==> config.mk <==
export PLATFORM = sky130hd
export DESIGN_NAME = level_ctrl_flat
export DESIGN_NICKNAME = d
export VERILOG_FILES = /design/src/rtl/level_ctrl_if.sv /design/src/rtl/level_ctrl.sv /design/src/flat_wrapper.sv
export SDC_FILE = /design/constraint.sdc
export NUM_CORES = 1
export LEC_CHECK = 0
export BUFFER_PORTS_ARGS = -buffer_cell sky130_fd_sc_hd__clkbuf_2
export CAP_MARGIN = 20
export CORE_AREA = 5 5 123 102
export CTS_BUF_LIST = sky130_fd_sc_hd__clkbuf_16
export DETAILED_ROUTE_END_ITERATION = 8
export DIE_AREA = 0 0 128 107
export HOLD_SLACK_MARGIN = 0.12
export PLACE_DENSITY = 0.72
export SLEW_MARGIN = 5
export SYNTH_ARGS = -nofsm -noshare
export SYNTH_HDL_FRONTEND = slang
export SYNTH_SLANG_ARGS = --single-unit
==> constraint.sdc <==
create_clock -name clk -period 4.43 [get_ports clk]
set_clock_uncertainty 0.1 [all_clocks]
set_input_delay 0.886 -clock clk [delete_from_list [all_inputs] [get_ports clk]]
set_output_delay 0.886 -clock clk [all_outputs]
set_load 0.005 [all_outputs]
==> src/rtl/level_ctrl_if.sv <==
// Bundle of game-progress signals between level_ctrl and the map lookup,
// ball physics and render blocks.
interface level_ctrl_if;
    logic        frame_tick;
    logic        start;
    logic [10:0] ball_x;
    logic [10:0] ball_y;
    logic        ball_fall;
    logic [10:0] score_x;
    logic [10:0] score_y;
    logic [10:0] init_x;
    logic [10:0] init_y;
    logic [1:0]  map;
    logic        spawn_valid;
    logic [10:0] spawn_x;
    logic [10:0] spawn_y;
    logic        playing;
    logic        level_done;
    logic        game_over;
    logic [7:0]  falls;
    logic [15:0] level_time;

    modport master (
        input  frame_tick, start, ball_x, ball_y, ball_fall,
               score_x, score_y, init_x, init_y,
        output map, spawn_valid, spawn_x, spawn_y, playing,
               level_done, game_over, falls, level_time
    );

    modport slave (
        output frame_tick, start, ball_x, ball_y, ball_fall,
               score_x, score_y, init_x, init_y,
        input  map, spawn_valid, spawn_x, spawn_y, playing,
               level_done, game_over, falls, level_time
    );
endinterface

==> src/rtl/level_ctrl.sv <==
// Game-progress controller: spawns the ball, counts a sustained in-zone hold,
// respawns on fall and walks the maps through to game over.
module level_ctrl #(
    parameter int MAP_COUNT  = 2,
    parameter int HIT_RADIUS = 16,
    parameter int HOLD_TICKS = 30
) (
    input logic          clk,
    input logic          rst,
    level_ctrl_if.master bus
);
    typedef enum logic [2:0] {IDLE, SPAWN, PLAY, ADVANCE, DONE} state_t;

    localparam logic [1:0]  LAST_MAP  = 2'(MAP_COUNT - 1);
    localparam logic [7:0]  HOLD_LAST = 8'(HOLD_TICKS - 1);
    localparam logic [11:0] RADIUS    = 12'(HIT_RADIUS);

    state_t      state;
    logic [7:0]  hit_cnt;
    logic [1:0]  map;
    logic        spawn_valid, playing, level_done, game_over;
    logic [10:0] spawn_x, spawn_y;
    logic [7:0]  falls;
    logic [15:0] level_time;
    logic [11:0] dx, dy;
    logic        in_zone;

    // Magnitudes taken larger-minus-smaller so nothing wraps near the screen edge.
    always_comb begin
        dx = (bus.ball_x >= bus.score_x) ? {1'b0, bus.ball_x} - {1'b0, bus.score_x}
                                         : {1'b0, bus.score_x} - {1'b0, bus.ball_x};
        dy = (bus.ball_y >= bus.score_y) ? {1'b0, bus.ball_y} - {1'b0, bus.score_y}
                                         : {1'b0, bus.score_y} - {1'b0, bus.ball_y};
        in_zone = (dx <= RADIUS) && (dy <= RADIUS);
    end

    always_ff @(posedge clk) begin
        if (!rst) begin
            state       <= IDLE;
            map         <= '0;
            spawn_x     <= '0;
            spawn_y     <= '0;
            spawn_valid <= 1'b0;
            level_done  <= 1'b0;
            playing     <= 1'b0;
            game_over   <= 1'b0;
            falls       <= '0;
            level_time  <= '0;
            hit_cnt     <= '0;
        end else begin
            spawn_valid <= 1'b0;
            level_done  <= 1'b0;
            case (state)
                IDLE: if (bus.start) begin
                    map   <= '0;
                    falls <= '0;
                    state <= SPAWN;
                end
                // map settled last cycle, so init_x/y already belong to it
                SPAWN: begin
                    spawn_x     <= bus.init_x;
                    spawn_y     <= bus.init_y;
                    spawn_valid <= 1'b1;
                    hit_cnt     <= '0;
                    level_time  <= '0;
                    playing     <= 1'b1;
                    state       <= PLAY;
                end
                PLAY: if (bus.ball_fall) begin
                    if (falls != 8'hFF) falls <= falls + 8'd1;
                    hit_cnt <= '0;
                    playing <= 1'b0;
                    state   <= SPAWN;
                end else if (bus.frame_tick) begin
                    if (level_time != 16'hFFFF) level_time <= level_time + 16'd1;
                    if (!in_zone) begin
                        hit_cnt <= '0;
                    end else if (hit_cnt == HOLD_LAST) begin
                        hit_cnt <= '0;
                        playing <= 1'b0;
                        state   <= ADVANCE;
                    end else begin
                        hit_cnt <= hit_cnt + 8'd1;
                    end
                end
                ADVANCE: begin
                    level_done <= 1'b1;
                    if (map == LAST_MAP) begin
                        game_over <= 1'b1;
                        state     <= DONE;
                    end else begin
                        map   <= map + 2'd1;
                        state <= SPAWN;
                    end
                end
                DONE: if (bus.start) begin
                    map       <= '0;
                    falls     <= '0;
                    game_over <= 1'b0;
                    state     <= SPAWN;
                end
                default: state <= IDLE;
            endcase
        end
    end

    assign bus.map         = map;
    assign bus.spawn_valid = spawn_valid;
    assign bus.spawn_x     = spawn_x;
    assign bus.spawn_y     = spawn_y;
    assign bus.playing     = playing;
    assign bus.level_done  = level_done;
    assign bus.game_over   = game_over;
    assign bus.falls       = falls;
    assign bus.level_time  = level_time;
endmodule
==> src/flat_wrapper.sv <==
// flat-port wrapper written by rule: the top's interface ports become plain ports
module level_ctrl_flat 
#(
    parameter int MAP_COUNT  = 2,
    parameter int HIT_RADIUS = 16,
    parameter int HOLD_TICKS = 30
)
  (clk, rst, bus_frame_tick, bus_start, bus_ball_x, bus_ball_y, bus_ball_fall, bus_score_x, bus_score_y, bus_init_x, bus_init_y, bus_map, bus_spawn_valid, bus_spawn_x, bus_spawn_y, bus_playing, bus_level_done, bus_game_over, bus_falls, bus_level_time);
  level_ctrl_if bus_i ();
  input logic clk;
  input logic rst;
  input wire logic [$bits(bus_i.frame_tick)-1:0] bus_frame_tick;
  input wire logic [$bits(bus_i.start)-1:0] bus_start;
  input wire logic [$bits(bus_i.ball_x)-1:0] bus_ball_x;
  input wire logic [$bits(bus_i.ball_y)-1:0] bus_ball_y;
  input wire logic [$bits(bus_i.ball_fall)-1:0] bus_ball_fall;
  input wire logic [$bits(bus_i.score_x)-1:0] bus_score_x;
  input wire logic [$bits(bus_i.score_y)-1:0] bus_score_y;
  input wire logic [$bits(bus_i.init_x)-1:0] bus_init_x;
  input wire logic [$bits(bus_i.init_y)-1:0] bus_init_y;
  output wire logic [$bits(bus_i.map)-1:0] bus_map;
  output wire logic [$bits(bus_i.spawn_valid)-1:0] bus_spawn_valid;
  output wire logic [$bits(bus_i.spawn_x)-1:0] bus_spawn_x;
  output wire logic [$bits(bus_i.spawn_y)-1:0] bus_spawn_y;
  output wire logic [$bits(bus_i.playing)-1:0] bus_playing;
  output wire logic [$bits(bus_i.level_done)-1:0] bus_level_done;
  output wire logic [$bits(bus_i.game_over)-1:0] bus_game_over;
  output wire logic [$bits(bus_i.falls)-1:0] bus_falls;
  output wire logic [$bits(bus_i.level_time)-1:0] bus_level_time;
  assign bus_i.frame_tick = bus_frame_tick;
  assign bus_i.start = bus_start;
  assign bus_i.ball_x = bus_ball_x;
  assign bus_i.ball_y = bus_ball_y;
  assign bus_i.ball_fall = bus_ball_fall;
  assign bus_i.score_x = bus_score_x;
  assign bus_i.score_y = bus_score_y;
  assign bus_i.init_x = bus_init_x;
  assign bus_i.init_y = bus_init_y;
  assign bus_map = bus_i.map;
  assign bus_spawn_valid = bus_i.spawn_valid;
  assign bus_spawn_x = bus_i.spawn_x;
  assign bus_spawn_y = bus_i.spawn_y;
  assign bus_playing = bus_i.playing;
  assign bus_level_done = bus_i.level_done;
  assign bus_game_over = bus_i.game_over;
  assign bus_falls = bus_i.falls;
  assign bus_level_time = bus_i.level_time;
  level_ctrl #(.MAP_COUNT(MAP_COUNT), .HIT_RADIUS(HIT_RADIUS), .HOLD_TICKS(HOLD_TICKS)) u_core (.clk(clk), .rst(rst), .bus(bus_i));
endmodule
Word-level counts from Yosys, hierarchy flattened
Cells that the tools add are included.
{"block": "op_classes", "n_addsub": 8, "magnitude_cmp": 4, "eq_ne": 20, "mux": 35, "reduce_logical": 14}
{"operator": "$mux W8", "count": 7}
{"operator": "$mux W16", "count": 3}
{"operator": "$sub A11 B11 Y12", "count": 4}
{"operator": "$pmux W16 S2", "count": 1}
{"operator": "$pmux W8 S2", "count": 2}
{"operator": "$le A12 B5 Y1 const B", "count": 2}
{"operator": "$mux W12", "count": 2}
{"operator": "$ge A11 B11 Y1", "count": 2}
{"operator": "$mux W3", "count": 6}
{"operator": "$add A16 B1 Y16 const B", "count": 1}
{"operator": "$add A8 B1 Y8 const B", "count": 2}
{"operator": "$ne A16 B16 Y1 const B", "count": 1}
{"operator": "$reduce_and A4 Y1", "count": 4}
{"operator": "$pmux W3 S4", "count": 1}
{"operator": "$ne A2 B2 Y1 const B", "count": 5}
{"operator": "$eq A8 B5 Y1 const B", "count": 1}
{"operator": "$mux W1", "count": 8}
{"operator": "$ne A2 B1 Y1 const B", "count": 4}
{"operator": "$ne A8 B8 Y1 const B", "count": 1}
{"operator": "$reduce_bool A2 Y1", "count": 4}
{"operator": "$eq A3 B2 Y1 const B", "count": 2}
{"operator": "$ne A3 B2 Y1 const B", "count": 2}
{"operator": "$reduce_and A3 Y1", "count": 2}
{"operator": "$mux W2", "count": 2}
{"operator": "11 further kinds", "count": 12}
{"block": "word_totals", "regBits": 63, "elab_cells": 92}

Logic depth before layout (Yosys ltp)
Gate-level depths: netlist (run 1).
{"block": "logic_depth", "ltp_word": 8, "mapped_depth": 14, "ltp_nobuf": 12}

Worst setup path after synthesis (run 1)
Ideal clock, no wire load.
{"block": "synth_timing", "kind": "input -> register", "start": "input port bus_score_x[7]", "end": "register u_core.state[0]", "arrival_ps": 3495, "slack_ps": 755, "cell_stages": 13, "path_buffers": 2, "cell_sequence": "inv_1 -> ha_1 -> buf_6 -> a21o_1 -> a2111oi_4 -> and2_1 -> buf_6 -> mux2i_1 -> xor2_1 -> or3_4 -> nor3_4 -> nand4b_1 -> a211oi_2"}
{"block": "synth_between", "elab_chain_cells": 6, "word_cells_on_any_way": 8}
{"element": "start, declared", "line_no": "flat_wrapper.sv:17", "source": "input wire logic [$bits(bus_i.score_x)-1:0] bus_score_x;"}
{"element": "$sub A11 B11 Y12, or another cell as far along", "line_no": "level_ctrl.sv:31", "source": ": {1'b0, bus.score_x} - {1'b0, bus.ball_x};"}
{"element": "$mux W12 (*)", "line_no": "level_ctrl.sv:30", "source": "dx = (bus.ball_x >= bus.score_x) ? {1'b0, bus.ball_x} - {1'b0, bus.score_x}"}
{"element": "$le A12 B5 Y1 (*)", "line_no": "level_ctrl.sv:34", "source": "in_zone = (dx <= RADIUS) && (dy <= RADIUS);"}
{"element": "$logic_and A1 B1 Y1 (*)", "line_no": "level_ctrl.sv:34"}
{"element": "$ne A3 B2 Y1 (no source line) (*)"}
{"element": "$reduce_and A4 Y1 (no source line) (*)"}
{"element": "end signal, assigned", "line_no": "level_ctrl.sv:39", "source": "state <= IDLE;"}
{"element": "end signal, assigned", "line_no": "level_ctrl.sv:57", "source": "state <= SPAWN;"}
{"element": "end signal, assigned", "line_no": "level_ctrl.sv:67", "source": "state <= PLAY;"}
{"element": "end, declared", "line_no": "level_ctrl.sv:18", "source": "state_t state;"}
Every way passes the cells marked *; elsewhere a longest branch is shown, timed or not.
A chain may end at the register's enable or synchronous reset.

Final worst setup path (run 1)
{"block": "layout_timing", "start": "input port bus_score_x[5]", "end": "register u_core.state[0]"}
The elaborated chain is that of the path after synthesis.

==> results.sh, run 1 <==
export IMPL_cp_cell_sequence="clkbuf_2 > inv_1 > ha_1 > a21oi_4 > nor3_1 > a2111oi_4 > and2_1 > a32oi_2 > xor2_1 > or3_4 > nor3_4 > nand4b_1 > a211oi_2"
export IMPL_r2r_end="u_core.bus.level_time[15]"
export IMPL_antennaDiodeCount=0
export IMPL_antenna_found_initial=0
export IMPL_syn_mean_instance_area_sq_um=7.82
export IMPL_cts_tree="done"
export IMPL_ys_warn_count=0
export IMPL_grt_use_met3_pct=3.83
export IMPL_initial_core_util_pct=43.6
export IMPL_ys_flop_type="dfxtp_1"
export IMPL_total_power_w=0.00165
export IMPL_cts_resized=0
export IMPL_hold_ws_ps=363
export IMPL_grt_busiest_layer="met2"
export IMPL_syn_instance_count=626
export IMPL_std_cell_rows=35
export IMPL_ctsLongestPathBuffers=2
export IMPL_grt_pass1_wl_mm=20.0
export IMPL_grt_setup_unrepaired="no"
export IMPL_cts_root_buf="clkbuf_16"
export IMPL_ys_seq_area_share_pct=25.8
export IMPL_grt_max_degree=56
export IMPL_cts_sinks=63
export IMPL_ys_top_cells_by_count="nand2_1, dfxtp_1, inv_1"
export IMPL_vias=4684
export IMPL_dp_cells=870
export IMPL_r2r_cells=8
export IMPL_swShare_pct=30.5
export IMPL_drt_iter0_drc=210
export IMPL_multi_input_area_sq_um=3270
export IMPL_power_density_nw_per_um2=283
export IMPL_r2r_setup_slack_ps=1150
export IMPL_yosysTopAreaCell="dfxtp_1"
export IMPL_final_nets=853
export IMPL_holdPathStages=2
export IMPL_groute_usage_overall_pct=17.2
export IMPL_die_w_microns=128
export IMPL_postCtsHoldBufs=0
export IMPL_ant_nets=0
export IMPL_vdd_drop_max_mv=0.217
export IMPL_power_leakage_nw=2.79
export IMPL_met2_usage_pct=28.0
export IMPL_p_comb_share_pct=27.2
export IMPL_wirelength_mm=11.9
export IMPL_critical_path_class="in2reg"
export IMPL_synth_top_cell_area_share_pct=25.8
export IMPL_dp_hpwl_mm=9.46
export IMPL_wl_per_cell_microns=13.4
export IMPL_core_area_sq_um=11200
export IMPL_die_area_sq_um=13700
export IMPL_synth_compound_area_share_pct=19.9
export IMPL_post_cts_buffers=0
export IMPL_setup_ws_ps=569
export IMPL_pwr_share_clk_pct=36.2
export IMPL_remaining_drc_errors=0
export IMPL_worst_path_max_fanout=10
export IMPL_fin_cells=886
export IMPL_seqCellArea_sq_um=1260
export IMPL_yosysMostFrequentCell="nand2_1"
export IMPL_async_flop_share_pct=0
export IMPL_fill_cells=1116
export IMPL_pre_cts_ws_ps=248
export IMPL_hold_viol_final=0
export IMPL_synth_cell_type_count=64
export IMPL_cp_end_kind="register"
export IMPL_area_growth_pct=19.1
export IMPL_cp_top_family="simple AND/OR/NAND/NOR gates"
export IMPL_drv_slew=0
export IMPL_crit_buf_inv=2
export IMPL_ios=123
export IMPL_setup_tns_ps=0
export IMPL_syn_area_sq_um=4890
export IMPL_timing_fmax_mhz=259
export IMPL_arrival_ps=4000
export IMPL_synth_edff_count=0
export IMPL_portBuffers=122
export IMPL_hp_start="u_core.bus.spawn_y[0]"
export IMPL_switchingPower_w=0.000504
export IMPL_synthMuxAreaShare_pct=2.46
export IMPL_fin_crit_sh_pct=87.1
export IMPL_cts_buffers=9
export IMPL_synth_fa_ha_area_share_pct=12.5
export IMPL_slew_limit_headroom_pct=44.8
export IMPL_clk_latency_ps=320
export IMPL_die_height_microns=107
export IMPL_hold_end="u_core.bus.spawn_y[0]"
export IMPL_synth_xor_xnor_area_share_pct=7.16
export IMPL_status="finished, final reports clean"
export IMPL_synth_top_family_by_area="simple AND/OR/NAND/NOR gates"
export IMPL_tightest_slew_ps=827
export IMPL_slowest_delay_ps=430
export IMPL_viasPerCell=5.29
export IMPL_gp_congestion=0.894
export IMPL_required_ps=4570
export IMPL_syn_nets=746
export IMPL_setup_viol_count_final=0
export IMPL_internal_power_w=0.00114
export IMPL_seqPwrFrac_pct=36.6
export IMPL_worst_setup_path_start_kind="input port"
export IMPL_drive_gt1_share_pct=20.7
export IMPL_grt_overflow_total=0
export IMPL_synth_area_leaders="dfxtp_1, ha_1, nand2_1"
export IMPL_crit_slowest_cell="ha_1"
export IMPL_min_path_type="reg2reg"
export IMPL_r2r_start="u_core.state[0]"
export IMPL_h_tree_depth=3
export IMPL_ys_seq_elements=63
export IMPL_first_global_vias=4404
export IMPL_post_route_min_period_ps=3860
export IMPL_path_clk_slew_ps=50
export IMPL_synth_simple_gate_area_share_pct=24.6
export IMPL_grtUsageMet1_pct=23.5
export IMPL_max_cap_viol_count=0
export IMPL_drt_pre_antenna_iters=6
metrics by stage:
stage / area, sq um / utilization, %
floorplan: 4890 / -
global placement: 5570 / 49.7
detailed placement: 5570 / 49.7
CTS: 5830 / 52.0
global route: 5830 / 52.0
finish: 5830 / 52.0
registers in the layout, summed over array words and instances, names as in the netlist:
register / cells
u_core.bus.level_done: 1
u_core.bus.level_time: 16
u_core.state: 3
u_core.bus.spawn_y: 11
u_core.bus.playing: 1
u_core.bus.map: 2
u_core.bus.game_over: 1
u_core.bus.falls: 8
u_core.hit_cnt: 8
u_core.bus.spawn_x: 11
u_core.bus.spawn_valid: 1
power groups by stage:
stage	combinational (W)	sequential, W	clock [W]
after CTS	0.000449	0.000604	0.000615
final	0.000449	0.000604	0.000596
after global routing	0.000505	0.000606	0.000638
after global placement	0.000439	0.000614	0
after floorplan	0.000323	0.000613	0
after detailed placement	0.000446	0.000615	0
layer usage:
metal / part of all wire [%] / up-vias
met4: 0.83 / 0
met1: 47 / 2165
met5: 0 / -
met2: 47 / 124
met3: 5.5 / 9
li1: - / 2386
cells in the final DEF (no fill, tap or decap), drive strengths merged, types with 4 or more instances in the layout:
cell | netlist | layout
o21ai | 16 | 16
ha | 49 | 49
a21boi | 27 | 27
nor2 | 33 | 33
xor2 | 28 | 28
o211ai | 8 | 8
and4 | 5 | 5
o21bai | 5 | 5
a221oi | 5 | 5
clkbuf | 14 | 131
xnor2 | 12 | 12
clkinv | 0 | 4
mux2i | 12 | 12
and2 | 7 | 7
buf | 16 | 4
and3 | 13 | 13
nand3 | 23 | 23
nor3 | 8 | 8
nand2 | 87 | 87
a21o | 9 | 9
inv | 57 | 59
nor4b | 6 | 6
nor2b | 17 | 17
nand2b | 5 | 5
nand4 | 13 | 13
a31oi | 5 | 5
a21oi | 42 | 42
dfxtp | 63 | 63
worst max-delay path by stage:
| stage | endpoint | start | cells past startpoint |
|---|---|---|---|
| 4_1_cts | u_core.state[0] | bus_score_x[5] | 13 |
| 5_1_grt | u_core.state[0] | bus_score_x[5] | 13 |
| 2_1_floorplan | u_core.state[0] | bus_score_x[7] | 13 |
| 6_report | u_core.state[0] | bus_score_x[5] | 13 |
| 3_5_place_dp | u_core.state[0] | bus_score_x[5] | 13 |
| 3_3_place_gp | u_core.state[0] | bus_score_x[5] | 13 |
worst register-to-register path, delay by kind of cell, from the launching register on:
family                    cells  cell delay [ps]
and+or+nand+nor               5             1640
buffers and inverters         1              150
AOI/OAI and AO/OA             1              600
DFF                           1              480
xor gates and xnor gates      1              170
kinds of logic (layout without fill, tap and decap cells):
kind of cell / count (synthesis) / after routing
xor+xnor: 40 / 40
simple gates: 235 / 235
buf+inv: 87 / 199
mux: 12 / 12
fa+ha+maj: 49 / 49
flops: 63 / 63
compound gates: 140 / 140
final cells by class:
cell class | count | share of cell area [%]
Sequential cell | 63 | 21.6
Tap cell | 148 | 3.18
Inverter | 57 | 3.67
Clock inverter | 7 | 0.558
Timing Repair Buffer | 126 | 11.0
Clock buffer | 9 | 3.87
Multi-Input combinational cell | 476 | 56.1
No activity file was read; power rests on OpenSTA's default activity.
==> run 2, diff against run 1 <==
==> constraint.sdc (replaced) <==
create_clock -name clk -period 3.85 [get_ports clk]
set_clock_uncertainty 0.1 [all_clocks]
set_input_delay 0.77 -clock clk [delete_from_list [all_inputs] [get_ports clk]]
set_output_delay 0.77 -clock clk [all_outputs]
set_load 0.005 [all_outputs]
==> run 2 against run 1 <==
Compared with the run above:
- combinational power up 20%
- die area unchanged
- total power rose by 21%
- final cell count rose by 1.8%
- routed wire length grew 2.1%
- hold slack about the same
- first-iteration DRC count up 60%
- register-to-register slack got worse by 140 ps
- via count down 0.70%
==> results.sh, run 2 (synthesized netlist as in run 1, its figures left out) <==
export IMPL_status="finished, final reports clean"
export IMPL_worst_path_max_fanout=6
export IMPL_finalCoreUtilization_pct=53.3
export IMPL_fin_crit_sh_pct=91.7
export IMPL_largest_reg_flops=16
export IMPL_timing_fmax_mhz=283
export IMPL_arrival_ps=3670
export IMPL_layout_common_cells="clkbuf_2, nand2_1, dfxtp_1"
export IMPL_ios=123
export IMPL_cp_end_kind="register"
export IMPL_core_area_sq_um=11200
export IMPL_postCtsHoldBufs=0
export IMPL_final_nets=870
export IMPL_cts_buffers=9
export IMPL_hold_viol_final=0
export IMPL_clk_latency_ps=320
export IMPL_max_cap_viol_count=0
export IMPL_die_height_microns=107
export IMPL_vdd_drop_max_mv=0.253
export IMPL_cts_sinks=63
export IMPL_grt_overflow_total=0
export IMPL_path_clk_slew_ps=50
export IMPL_post_route_min_period_ps=3530
export IMPL_post_dp_cell_area_sq_um=5700
export IMPL_portBuffers=122
export IMPL_min_path_type="reg2reg"
export IMPL_die_w_microns=128
export IMPL_layout_commonest_cell="clkbuf_2"
export IMPL_drv_slew=0
export IMPL_drt_iter0_drc=335
export IMPL_grt_pass1_wl_mm=20.5
export IMPL_ant_nets=0
export IMPL_antenna_found_initial=0
export IMPL_power_leakage_nw=2.87
export IMPL_drt_pre_antenna_iters=6
export IMPL_cts_tree="done"
export IMPL_ctsLongestPathBuffers=2
export IMPL_setup_viol_count_final=0
export IMPL_std_cell_rows=35
export IMPL_multi_input_area_sq_um=3270
export IMPL_wl_per_cell_microns=13.4
export IMPL_antennaDiodeCount=0
export IMPL_fin_area_sq_um=5980
export IMPL_seqCellArea_sq_um=1260
export IMPL_drive_gt1_share_pct=22.5
export IMPL_fill_cells=1111
export IMPL_h_tree_depth=3
export IMPL_power_density_nw_per_um2=333
export IMPL_worst_setup_path_start_kind="input port"
export IMPL_remaining_drc_errors=0
export IMPL_area_growth_pct=22.1
export IMPL_viasPerCell=5.16
export IMPL_grt_setup_unrepaired="no"
export IMPL_setup_tns_ps=0
export IMPL_critical_path_class="in2reg"
export IMPL_post_cts_buffers=0
export IMPL_cts_root_buf="clkbuf_16"
export IMPL_first_global_vias=4549
export IMPL_total_power_w=0.00199
export IMPL_wirelength_mm=12.1
export IMPL_dp_cells=887
export IMPL_dp_hpwl_mm=9.64
export IMPL_gp_congestion=0.935
export IMPL_groute_usage_overall_pct=17.6
export IMPL_fin_cells=902
export IMPL_tightest_slew_ps=562
export IMPL_cts_resized=0
export IMPL_slew_limit_headroom_pct=62.0
export IMPL_top_regs="u_core.bus.level_time (16), u_core.bus.spawn_x (11), u_core.bus.spawn_y (11)"
export IMPL_grt_max_degree=47
export IMPL_vias=4651
export IMPL_die_area_sq_um=13700
export IMPL_initial_core_util_pct=43.6
export IMPL_required_ps=3990
export IMPL_regMostFlops="u_core.bus.level_time"
run 2: changes by cell type in the layout (fill, tap and decap cells not counted):
cell and change:
bufinv_16 +1, inv_1 -1, clkinv_2 -1, buf_4 +17
run 2: cell type report:
type / instances / share of cell area (%)
clock buffers: 9 / 3.77
clock inverters: 6 / 0.900
inverters: 57 / 3.58
multi-input cells: 476 / 54.7
flip-flops and latches: 63 / 21.1
well taps: 148 / 3.10
repair buffers: 143 / 12.9
run 2: path summary, 6_finish.rpt:
path                                from                       end  slack [ps]  depth (start not counted)
setup / recovery          bus_score_x[7]           u_core.state[0]         320                         12
hold / removal    u_core.bus.spawn_y[10]    u_core.bus.spawn_y[10]         360                          2
setup reg to reg         u_core.state[2]  u_core.bus.level_time[9]        1010                          9
hold reg to reg   u_core.bus.spawn_y[10]    u_core.bus.spawn_y[10]         360                          2
run 2: metal layers:
metal  share of wire, %  track usage, %  vias up
li1                   -               -     2407
met1                 47            23.4     2127
met2                 46            29.0      106
met3                5.5            4.38       11
met4               0.98            3.48        0
met5                  0               0        -
run 2: per-stage QoR:
step / hold slack [ps] / setup WS, ps
after detailed placement: 359 / 14.9
after floorplan: 356 / 291
final: 363 / 320
after global routing: 391 / 95.7
after global placement: 350 / 93.5
after CTS: 366 / 325
run 2: critical path, stage by stage:
cell	delay, ps
clkbuf_2	90
inv_1	40
ha_1	350
a21o_1	260
a2111oi_4	450
and2_1	340
a32oi_2	160
xor2_1	160
or3_4	380
nor3_4	290
nand4b_1	150
a211oi_2	220
run 2: where the power goes:
group / switching (W) / internal (W) / leakage (nW) / total, W
registers: 0.0000177 / 0.000677 / 0.510 / 0.000695
logic: 0.000303 / 0.000234 / 2.23 / 0.000537
clock network: 0.000270 / 0.000488 / 0.138 / 0.000759
total: 0.000590 / 0.00140 / 2.87 / 0.00199
==> run 3, diff against run 2 <==
--- a/config.mk
+++ b/config.mk
@@ -13,6 +13,7 @@
 export DIE_AREA = 0 0 128 107
 export HOLD_SLACK_MARGIN = 0.12
 export PLACE_DENSITY = 0.72
+export RECOVER_POWER = 50
 export SLEW_MARGIN = 5
 export SYNTH_ARGS = -nofsm -noshare
 export SYNTH_HDL_FRONTEND = slang
==> run 3 against run 2 <==
Compared with the run above:
- non-clock buffer count did not move
- setup slack got worse by 4.4 ps
- register-to-register slack barely moved
- sequential cell count did not move
- utilization fell by 0.39 points
- hold slack barely moved
- critical path type unchanged
- critical endpoint unchanged
- largest cell class unchanged
- largest power group unchanged
==> results.sh, run 3 (synthesized netlist as in run 1, its figures left out) <==
export IMPL_power_density_nw_per_um2=335
export IMPL_post_cts_buffers=0
export IMPL_grt_overflow_total=0
export IMPL_post_route_min_period_ps=3530
export IMPL_fin_area_sq_um=5930
export IMPL_fill_cells=1126
export IMPL_fin_cells=902
export IMPL_seqCellArea_sq_um=1260
export IMPL_required_ps=3990
export IMPL_worst_path_max_fanout=6
export IMPL_die_height_microns=107
export IMPL_drive_gt1_share_pct=18.6
export IMPL_critical_path_class="in2reg"
export IMPL_hold_end="u_core.bus.spawn_y[10]"
export IMPL_cp_end_kind="register"
export IMPL_grt_setup_unrepaired="no"
export IMPL_std_cell_rows=35
export IMPL_postCtsHoldBufs=0
export IMPL_grt_max_degree=47
export IMPL_hp_start="u_core.bus.spawn_y[10]"
export IMPL_portBuffers=122
export IMPL_dp_hpwl_mm=9.64
export IMPL_first_global_vias=4549
export IMPL_cts_root_buf="clkbuf_16"
export IMPL_wirelength_mm=12.2
export IMPL_cts_resized=0
export IMPL_grt_pass1_wl_mm=20.5
export IMPL_regMostFlops="u_core.bus.level_time"
export IMPL_fin_crit_sh_pct=91.8
export IMPL_r2r_end="u_core.bus.level_time[9]"
export IMPL_cts_sinks=63
export IMPL_arrival_ps=3680
export IMPL_ctsLongestPathBuffers=2
export IMPL_max_cap_viol_count=0
export IMPL_power_leakage_nw=2.77
export IMPL_setup_tns_ps=0
export IMPL_die_w_microns=128
export IMPL_vias=4652
export IMPL_min_path_type="reg2reg"
export IMPL_core_area_sq_um=11200
export IMPL_setup_viol_count_final=0
export IMPL_die_area_sq_um=13700
export IMPL_r2r_cells=9
export IMPL_multi_input_area_sq_um=3260
export IMPL_groute_usage_overall_pct=17.6
export IMPL_cts_tree="done"
export IMPL_viasPerCell=5.16
export IMPL_post_dp_cell_area_sq_um=5700
export IMPL_drt_iter0_drc=308
export IMPL_drv_slew=0
export IMPL_layout_commonest_cell="clkbuf_2"
export IMPL_tightest_slew_ps=1130
export IMPL_final_nets=870
export IMPL_ios=123
export IMPL_wl_per_cell_microns=13.5
export IMPL_antenna_found_initial=0
export IMPL_cts_buffers=9
export IMPL_dp_cells=887
export IMPL_initial_core_util_pct=43.6
export IMPL_ant_nets=0
export IMPL_layout_common_cells="clkbuf_2, nand2_1, dfxtp_1"
export IMPL_remaining_drc_errors=0
export IMPL_timing_fmax_mhz=283
export IMPL_largest_reg_flops=16
export IMPL_vdd_drop_max_mv=0.249
export IMPL_worst_setup_path_start_kind="input port"
export IMPL_holdPathStages=2
export IMPL_drt_pre_antenna_iters=5
export IMPL_clk_latency_ps=320
export IMPL_gp_congestion=0.935
export IMPL_path_clk_slew_ps=50
export IMPL_hold_viol_final=0
export IMPL_r2r_start="u_core.state[2]"
export IMPL_slew_limit_headroom_pct=25.0
export IMPL_area_growth_pct=21.3
export IMPL_antennaDiodeCount=0
export IMPL_r2r_setup_slack_ps=1020
export IMPL_h_tree_depth=3
export IMPL_startpoint="bus_score_x[7]"
export IMPL_status="finished, final reports clean"
export IMPL_top_regs="u_core.bus.level_time (16), u_core.bus.spawn_x (11), u_core.bus.spawn_y (11)"
==> run 3: cell types whose count changed in the layout (fill, tap and decap cells not counted) <==
| cell | previous run | this run |
|---|---|---|
| clkbuf_2 | 122 | 94 |
| nor3_1 | 6 | 7 |
| clkbuf_1 | 0 | 29 |
| nor3_2 | 1 | 0 |
| buf_4 | 21 | 20 |
==> run 3: layout make-up <==
type,instances,area share [%]
clock inverter,6,0.907
clock buffer,9,3.80
multi-input combinational,476,55.0
sequential,63,21.3
timing repair buffer,143,12.3
tap,148,3.12
inverter,57,3.61
==> run 3: stage by stage <==
step / setup slack (ps) / power [W] / util (%) / hold slack, ps
after floorplan: 291 / 0.00108 / - / 356
after global placement: 93.5 / 0.00123 / 50.8 / 350
after detailed placement: 14.9 / 0.00124 / 50.8 / 359
after CTS: 325 / 0.00201 / 53.3 / 366
after global routing: 95.7 / 0.00210 / 52.9 / 391
final: 316 / 0.00199 / 52.9 / 363
==> run 3: worst max path at each step <==
stage	cells after the start	end	slack, ps
floorplan	13	u_core.state[0]	290
global placement	12	u_core.state[0]	90
detailed placement	12	u_core.state[0]	10
CTS	12	u_core.state[0]	330
global route	13	u_core.state[0]	100
finish	12	u_core.state[0]	320
==> run 3: critical path, cell delays in order <==
cell       delay, ps
clkbuf_2          90
inv_1             40
ha_1             350
a21o_1           260
a2111oi_4        450
and2_1           340
a32oi_2          160
xor2_1           160
or3_4            380
nor3_4           290
nand4b_1         150
a211oi_2         220
==> run 3: metal layers <==
metal  GRT usage (%)  up-vias  share of wire (%)
li1                -     2411                  -
met1            23.4     2117                 47
met2            29.0      113                 46
met3            4.38       11                6.0
met4            3.48        0               0.98
met5               0        -                  0
==> run 3: where the power goes <==
part / leakage [nW] / internal [W] / total, W / switching, W
combinational: 2.13 / 0.000229 / 0.000532 / 0.000303
clock: 0.138 / 0.000488 / 0.000760 / 0.000271
sequential: 0.510 / 0.000677 / 0.000695 / 0.0000174
